[src/rtl/lsu_mem_master_if.sv]
// Bus bundles for the load/store unit: the CPU request/response port
// and the word-wide data-memory port.

interface lsu_req_if;
    logic        req_valid;
    logic        req_ready;
    logic        req_we;
    logic [1:0]  req_size;
    logic        req_signed;
    logic [31:0] req_addr;
    logic [31:0] req_wdata;
    logic        resp_valid;
    logic [31:0] resp_rdata;
    logic        resp_err;

    modport master (
        output req_valid, req_we, req_size, req_signed, req_addr, req_wdata,
        input  req_ready, resp_valid, resp_rdata, resp_err
    );
    modport slave (
        input  req_valid, req_we, req_size, req_signed, req_addr, req_wdata,
        output req_ready, resp_valid, resp_rdata, resp_err
    );
endinterface

interface lsu_mem_if;
    logic        mem_we;
    logic [31:0] mem_addr;
    logic [31:0] mem_wdata;
    logic [31:0] mem_rdata;

    modport master (
        output mem_we, mem_addr, mem_wdata,
        input  mem_rdata
    );
    modport slave (
        input  mem_we, mem_addr, mem_wdata,
        output mem_rdata
    );
endinterface

[src/rtl/lsu_mem_master.sv]
// Load/store unit: byte/halfword/word accesses to a word-only memory,
// sub-word stores done as read-modify-write, one response per request.

module lsu_mem_master #(
    parameter int MEM_WORDS = 64
) (
    input  logic      clk,
    input  logic      reset,
    lsu_req_if.slave  req,
    lsu_mem_if.master mem
);

    typedef enum logic [1:0] {IDLE, ACCESS, WRITE, RESP} state_t;

    localparam logic [1:0]  SZ_BYTE    = 2'b00;
    localparam logic [1:0]  SZ_HALF    = 2'b01;
    localparam logic [1:0]  SZ_WORD    = 2'b10;
    localparam logic [29:0] WORD_LIMIT = 30'(MEM_WORDS);

    state_t      state, state_nx;
    logic        l_we, l_signed;
    logic [1:0]  l_size;
    logic [31:0] l_addr, l_wdata;
    logic [31:0] merge_q, rdata_q;
    logic        err_q;

    logic        accept, req_err;
    logic [7:0]  byte_v;
    logic [15:0] half_v;
    logic [31:0] load_val, merge_val;

    assign accept = (state == IDLE) && req.req_valid;

    always_comb begin
        case (req.req_size)
            SZ_BYTE: req_err = 1'b0;
            SZ_HALF: req_err = req.req_addr[0];
            SZ_WORD: req_err = |req.req_addr[1:0];
            default: req_err = 1'b1;
        endcase
        if (req.req_addr[31:2] >= WORD_LIMIT)
            req_err = 1'b1;
    end

    // NOTE: sequential state uses non-blocking assignments so every flop
    // samples pre-edge values regardless of process evaluation order.
    always_ff @(posedge clk or posedge reset) begin
        if (reset) state <= IDLE;
        else       state <= state_nx;
    end

    always_comb begin
        state_nx = state;
        case (state)
            IDLE:    if (req.req_valid) state_nx = req_err ? RESP : ACCESS;
            ACCESS:  state_nx = (l_we && l_size != SZ_WORD) ? WRITE : RESP;
            WRITE:   state_nx = RESP;
            RESP:    state_nx = IDLE;
            default: state_nx = IDLE;
        endcase
    end

    // Lane extraction for loads and lane replacement for sub-word stores.
    always_comb begin
        byte_v    = mem.mem_rdata[{l_addr[1:0], 3'b000} +: 8];
        half_v    = mem.mem_rdata[{l_addr[1], 4'b0000} +: 16];
        merge_val = mem.mem_rdata;
        if (l_size == SZ_BYTE)
            merge_val[{l_addr[1:0], 3'b000} +: 8] = l_wdata[7:0];
        else
            merge_val[{l_addr[1], 4'b0000} +: 16] = l_wdata[15:0];
        case (l_size)
            SZ_BYTE: load_val = {{24{l_signed & byte_v[7]}}, byte_v};
            SZ_HALF: load_val = {{16{l_signed & half_v[15]}}, half_v};
            default: load_val = mem.mem_rdata;
        endcase
    end

    always_ff @(posedge clk or posedge reset) begin
        if (reset) begin
            l_we     <= 1'b0;
            l_signed <= 1'b0;
            l_size   <= '0;
            l_addr   <= '0;
            l_wdata  <= '0;
            merge_q  <= '0;
            rdata_q  <= '0;
            err_q    <= 1'b0;
        end else begin
            if (accept) begin
                l_we     <= req.req_we;
                l_signed <= req.req_signed;
                l_size   <= req.req_size;
                l_addr   <= req.req_addr;
                l_wdata  <= req.req_wdata;
                // Leaving IDLE always enters ACCESS or RESP: clear the result.
                rdata_q  <= '0;
                err_q    <= req_err;
            end
            if (state == ACCESS) begin
                if (!l_we) rdata_q <= load_val;
                merge_q <= merge_val;
            end
        end
    end

    // NOTE: every output gets a default before the case so no path leaves
    // one unassigned, which would otherwise infer a latch.
    always_comb begin
        req.req_ready  = 1'b0;
        req.resp_valid = 1'b0;
        mem.mem_we     = 1'b0;
        mem.mem_addr   = '0;
        mem.mem_wdata  = '0;
        case (state)
            IDLE: req.req_ready = 1'b1;
            ACCESS: begin
                mem.mem_addr = {l_addr[31:2], 2'b00};
                if (l_we && l_size == SZ_WORD) begin
                    mem.mem_we    = 1'b1;
                    mem.mem_wdata = l_wdata;
                end
            end
            WRITE: begin
                mem.mem_addr  = {l_addr[31:2], 2'b00};
                mem.mem_we    = 1'b1;
                mem.mem_wdata = merge_q;
            end
            RESP:    req.resp_valid = 1'b1;
            default: ;
        endcase
    end

    assign req.resp_rdata = rdata_q;
    assign req.resp_err   = err_q;

endmodule
[src/flat_wrapper.sv]
// flat-port wrapper written by rule: the top's interface ports become plain ports
module lsu_mem_master_flat 
#(
    parameter int MEM_WORDS = 64
)
  (clk, reset, req_req_valid, req_req_we, req_req_size, req_req_signed, req_req_addr, req_req_wdata, req_req_ready, req_resp_valid, req_resp_rdata, req_resp_err, mem_mem_we, mem_mem_addr, mem_mem_wdata, mem_mem_rdata);
  lsu_req_if req_i ();
  lsu_mem_if mem_i ();
  input  logic clk;
  input  logic reset;
  input wire logic [$bits(req_i.req_valid)-1:0] req_req_valid;
  input wire logic [$bits(req_i.req_we)-1:0] req_req_we;
  input wire logic [$bits(req_i.req_size)-1:0] req_req_size;
  input wire logic [$bits(req_i.req_signed)-1:0] req_req_signed;
  input wire logic [$bits(req_i.req_addr)-1:0] req_req_addr;
  input wire logic [$bits(req_i.req_wdata)-1:0] req_req_wdata;
  output wire logic [$bits(req_i.req_ready)-1:0] req_req_ready;
  output wire logic [$bits(req_i.resp_valid)-1:0] req_resp_valid;
  output wire logic [$bits(req_i.resp_rdata)-1:0] req_resp_rdata;
  output wire logic [$bits(req_i.resp_err)-1:0] req_resp_err;
  output wire logic [$bits(mem_i.mem_we)-1:0] mem_mem_we;
  output wire logic [$bits(mem_i.mem_addr)-1:0] mem_mem_addr;
  output wire logic [$bits(mem_i.mem_wdata)-1:0] mem_mem_wdata;
  input wire logic [$bits(mem_i.mem_rdata)-1:0] mem_mem_rdata;
  assign req_i.req_valid = req_req_valid;
  assign req_i.req_we = req_req_we;
  assign req_i.req_size = req_req_size;
  assign req_i.req_signed = req_req_signed;
  assign req_i.req_addr = req_req_addr;
  assign req_i.req_wdata = req_req_wdata;
  assign req_req_ready = req_i.req_ready;
  assign req_resp_valid = req_i.resp_valid;
  assign req_resp_rdata = req_i.resp_rdata;
  assign req_resp_err = req_i.resp_err;
  assign mem_mem_we = mem_i.mem_we;
  assign mem_mem_addr = mem_i.mem_addr;
  assign mem_mem_wdata = mem_i.mem_wdata;
  assign mem_i.mem_rdata = mem_mem_rdata;
  lsu_mem_master #(.MEM_WORDS(MEM_WORDS)) u_core (.clk(clk), .reset(reset), .req(req_i), .mem(mem_i));
endmodule
[config.mk]
export PLATFORM = sky130hd
export DESIGN_NAME = lsu_mem_master_flat
export DESIGN_NICKNAME = d
export VERILOG_FILES = /design/src/rtl/lsu_mem_master_if.sv /design/src/rtl/lsu_mem_master.sv /design/src/flat_wrapper.sv
export SDC_FILE = /design/constraint.sdc
export NUM_CORES = 1
export LEC_CHECK = 0
export CORE_MARGIN = 2
export CORE_UTILIZATION = 45
export DETAILED_ROUTE_END_ITERATION = 6
export PLACE_DENSITY_LB_ADDON = 0.08
export SETUP_SLACK_MARGIN = 0.05
export SLEW_MARGIN = 20
export SYNTH_ARGS = -nofsm -noshare
export SYNTH_HDL_FRONTEND = slang
export SYNTH_SLANG_ARGS = --single-unit
[constraint.sdc]
create_clock -name clk -period 6.8 [get_ports clk]
set_clock_uncertainty 0.15 [all_clocks]
set_input_delay 0.68 -clock clk [delete_from_list [all_inputs] [get_ports clk]]
set_output_delay 0.68 -clock clk [all_outputs]
set_load 0.01 [all_outputs]
==> out/metrics.csv <==
stage,metric,value,unit
sta,fin_crit,4.14,ns
sta,rsz0062_at_grt,false,
route,postRouteAntennaNets,0,
route,drtIter0Drc,664,
worst_hold_path,worst_hold_path_type,register to register,
logic_synthesis,synthFlopType,dfrtp_1,
route,first_pass_iters,7,
finish,num-fill-cells,1221,
sta,fmax,0.242,GHz
finish,nets,908,
global_route,met2_usage,42.8,%
clocking,root_buffer,clkbuf_16,
global_route,grt_pass1_vias,6073,
sta,maxSlewHeadroom,35.1,%
power,combPwrFrac,50.1,%
power,internal_power,0.00312,W
global_route,top_usage_layer,met2,
die,start_util,45.8,%
clocking,cts_tree,done,
worst_setup_path,cp-end-kind,output pin,
clocking,postCtsSetupRepairBufs,0,
finish,finish.instance_area,0.00962,mm2
worst_setup_path,crit_type,register to output pin,
sta,holdWs,0.341,ns
die,die_y,128,um
sta,slew_viol_final,0,
worst_setup_path,cp.arrival,3.31,ns
clocking,htree_num_levels,4,
sta,finalSetupViolCount,0,
clocking,clkLatencyLatePin,0.42,ns
power,switching_power,0.00187,W
logic_synthesis,yosysWarnings,0,
run_status,violations,DRC,
power,pwr-share-seq,30.7,%
global_route,antenna_found_initial,0,
clocking,cts_buffer_depth,2,
logic_synthesis,syn_area_per_cell,11.2,um2
route,drc,2,
worst_setup_path,r2r_slack,3.96,ns
worst_setup_path,cp-start-kind,register,
die,core_area,0.0151,mm2
clocking,cts_buffers,17,
logic_synthesis,netlist_area,0.00694,mm2
logic_synthesis,netlist_instances,621,
flow_run,drv_cap,0,
power,ir_drop,0.349,mV
run_status,status,"complete, but fails checks",
power,pwr-share-clk,19.2,%
finish,layout.cells.non_filler,997,
route,vias,5835,
logic_synthesis,synth_edf_count,0,
sta,post-route-period-util,60.8,%
finish,layout_commonest_cell,clkdlybuf4s50_1,
place,hpwl,14.3,mm
logic_synthesis,ys_seq_area_share,48.7,%
global_route,grt_overflow_total,0,
sta,fin_tns_setup,0,ns
power,p_leak,3.89,nW
global_route,grt_max_degree,75,
logic_synthesis,synth_cell_types,48,
global_route,use_met3,7.51,%
global_route,grt_pass1_wl,32.3,mm
finish,final_cell_mix,"clkdlybuf4s50_1, dfrtp_1, mux2_2",
route,drt_wl_total,20.6,mm
clocking,postCtsHoldBufs,0,
worst_setup_path,path_max_fanout,68,
finish,ff_latch_area,0.00338,mm2
sta,tightest_slew,0.973,ns
clocking,clk_pin_slew,0.06,ns
finish,multiInputGateArea,0.00325,mm2
place,dp_cells,965,
finish,syn2layout_area_growth,38.5,%
route,wl_per_cell,20.6,um
die,chipWidth,128,um
place,port_buffers,200,
power,cellPowerDensity,520,mW/mm2
logic_synthesis,synthArstFlopShare,100,%
power,p_sw_share,37.5,%
finish,diodes,0,
place,place_area,0.00899,mm2
finish,drive_above_1_share,17.1,%
clocking,cts_sinks,135,
sta,hold_viol_final,0,
logic_synthesis,synth-seq-cells,135,
worst_setup_path,required,5.97,ns
place,place_congestion,0.857,
die,num_rows,45,
route,via_per_inst,5.85,
die,die-area,0.0164,mm2
die,io_pins,203,
clocking,cts_resized,0,
global_route,grtUsageMet1,31.2,%
global_route,grtUsageTotal,25.5,%
==> power groups by stage <==
stage          logic [W]  clock network, W  registers (W)
2_1_floorplan    0.00156                 0        0.00144
3_3_place_gp     0.00244                 0        0.00152
3_5_place_dp     0.00249                 0        0.00153
4_1_cts          0.00252          0.000977        0.00152
5_1_grt          0.00273           0.00101        0.00158
6_report         0.00250          0.000960        0.00153
==> stage by stage <==
step / worst slack (ns) / utilization [%] / power (W)
global route: 2.36 / 63.5 / 0.00531
floorplan: 2.36 / - / 0.00301
detailed placement: 2.66 / 59.4 / 0.00402
finish: 2.66 / 63.5 / 0.00500
CTS: 2.21 / 63.4 / 0.00501
global placement: 2.39 / 59.4 / 0.00396
==> state kept, by name, summed over array words and instances (netlist names) <==
register               flops
u_core.l_we                1
u_core.l_wdata            32
u_core.l_size              2
u_core.l_addr             32
u_core.state               2
u_core.merge_q            32
u_core.req.resp_rdata     32
u_core.l_signed            1
u_core.req.resp_err        1
==> cells in the mapped netlist, types with 2 or more instances <==
cell type  instances  share of area [%]
a21oi_1           26                1.9
a221o_1           16                2.3
a221oi_1          17                2.1
a222oi_1          14                2.0
a22oi_1           48                5.2
a31oi_1            2               0.18
and2_1            31                2.8
buf_2             17                1.2
buf_4              4               0.43
buf_6              3               0.49
clkbuf_1          26                1.4
dfrtp_1          135                 49
ha_1               9                1.6
inv_1             24                1.3
mux2_1             7                1.1
mux2_2            84                 14
mux2i_1            2               0.29
nand2_1           21                1.1
nand2b_1           2               0.18
nand3b_1           3               0.32
nor2_1            21                1.1
nor2b_1           33                3.0
nor3_1             2               0.14
nor3_2             3               0.43
nor4_1             6               0.54
o21ai_0           21                1.5
o21ai_1            8               0.58
o22ai_1           16                1.4
==> cell families after synthesis <==
| kind of cell | synth area share [%] |
|---|---|
| compound gates | 19.1 |
| fa+ha+maj | 1.62 |
| buf+inv | 4.96 |
| flops | 48.7 |
| mux | 15.1 |
| other cells | 0.0540 |
| simple gates | 10.6 |
==> final cells by class <==
type,count,area share (%)
Clock inverter,14,1.89
Clock buffer,18,4.46
Timing Repair Buffer,205,21.2
Sequential cell,135,35.1
Multi-Input combinational cell,411,33.8
Tap cell,188,2.45
Inverter,26,1.07
==> final timing paths <==
| kind | from | to | cells past startpoint |
|---|---|---|---|
| min in group asynchronous | reset | u_core.l_addr[7]$_DFFE_PP0P_ | 2 |
| worst max-delay path | u_core.state[1]$_DFFE_PP0P_ | mem_mem_wdata[1] | 6 |
| worst min register to register | u_core.req.resp_err$_DFFE_PP0P_ | u_core.req.resp_err$_DFFE_PP0P_ | 2 |
| worst min-delay path | u_core.req.resp_err$_DFFE_PP0P_ | u_core.req.resp_err$_DFFE_PP0P_ | 2 |
| max in group asynchronous | reset | u_core.merge_q[24]$_DFFE_PP0P_ | 3 |
| worst max register to register | u_core.state[1]$_DFFE_PP0P_ | u_core.req.resp_rdata[8]$_DFF_PP0_ | 6 |
==> layer usage <==
metal  vias to the layer above  routed length (um)
met3                        39                1410
li1                       2654                   -
met5                         -                   0
met1                      2894                8260
met4                         0                 511
met2                       248               10400
==> critical path: stages, from the launching register on <==
cell	delay (ns)
dfrtp_1	0.41
inv_1	0.14
ha_4	0.56
and4_2	0.83
a22oi_1	0.23
nor2b_1	0.17
clkdlybuf4s50_1	0.55
(Power assumes the default switching activity.)
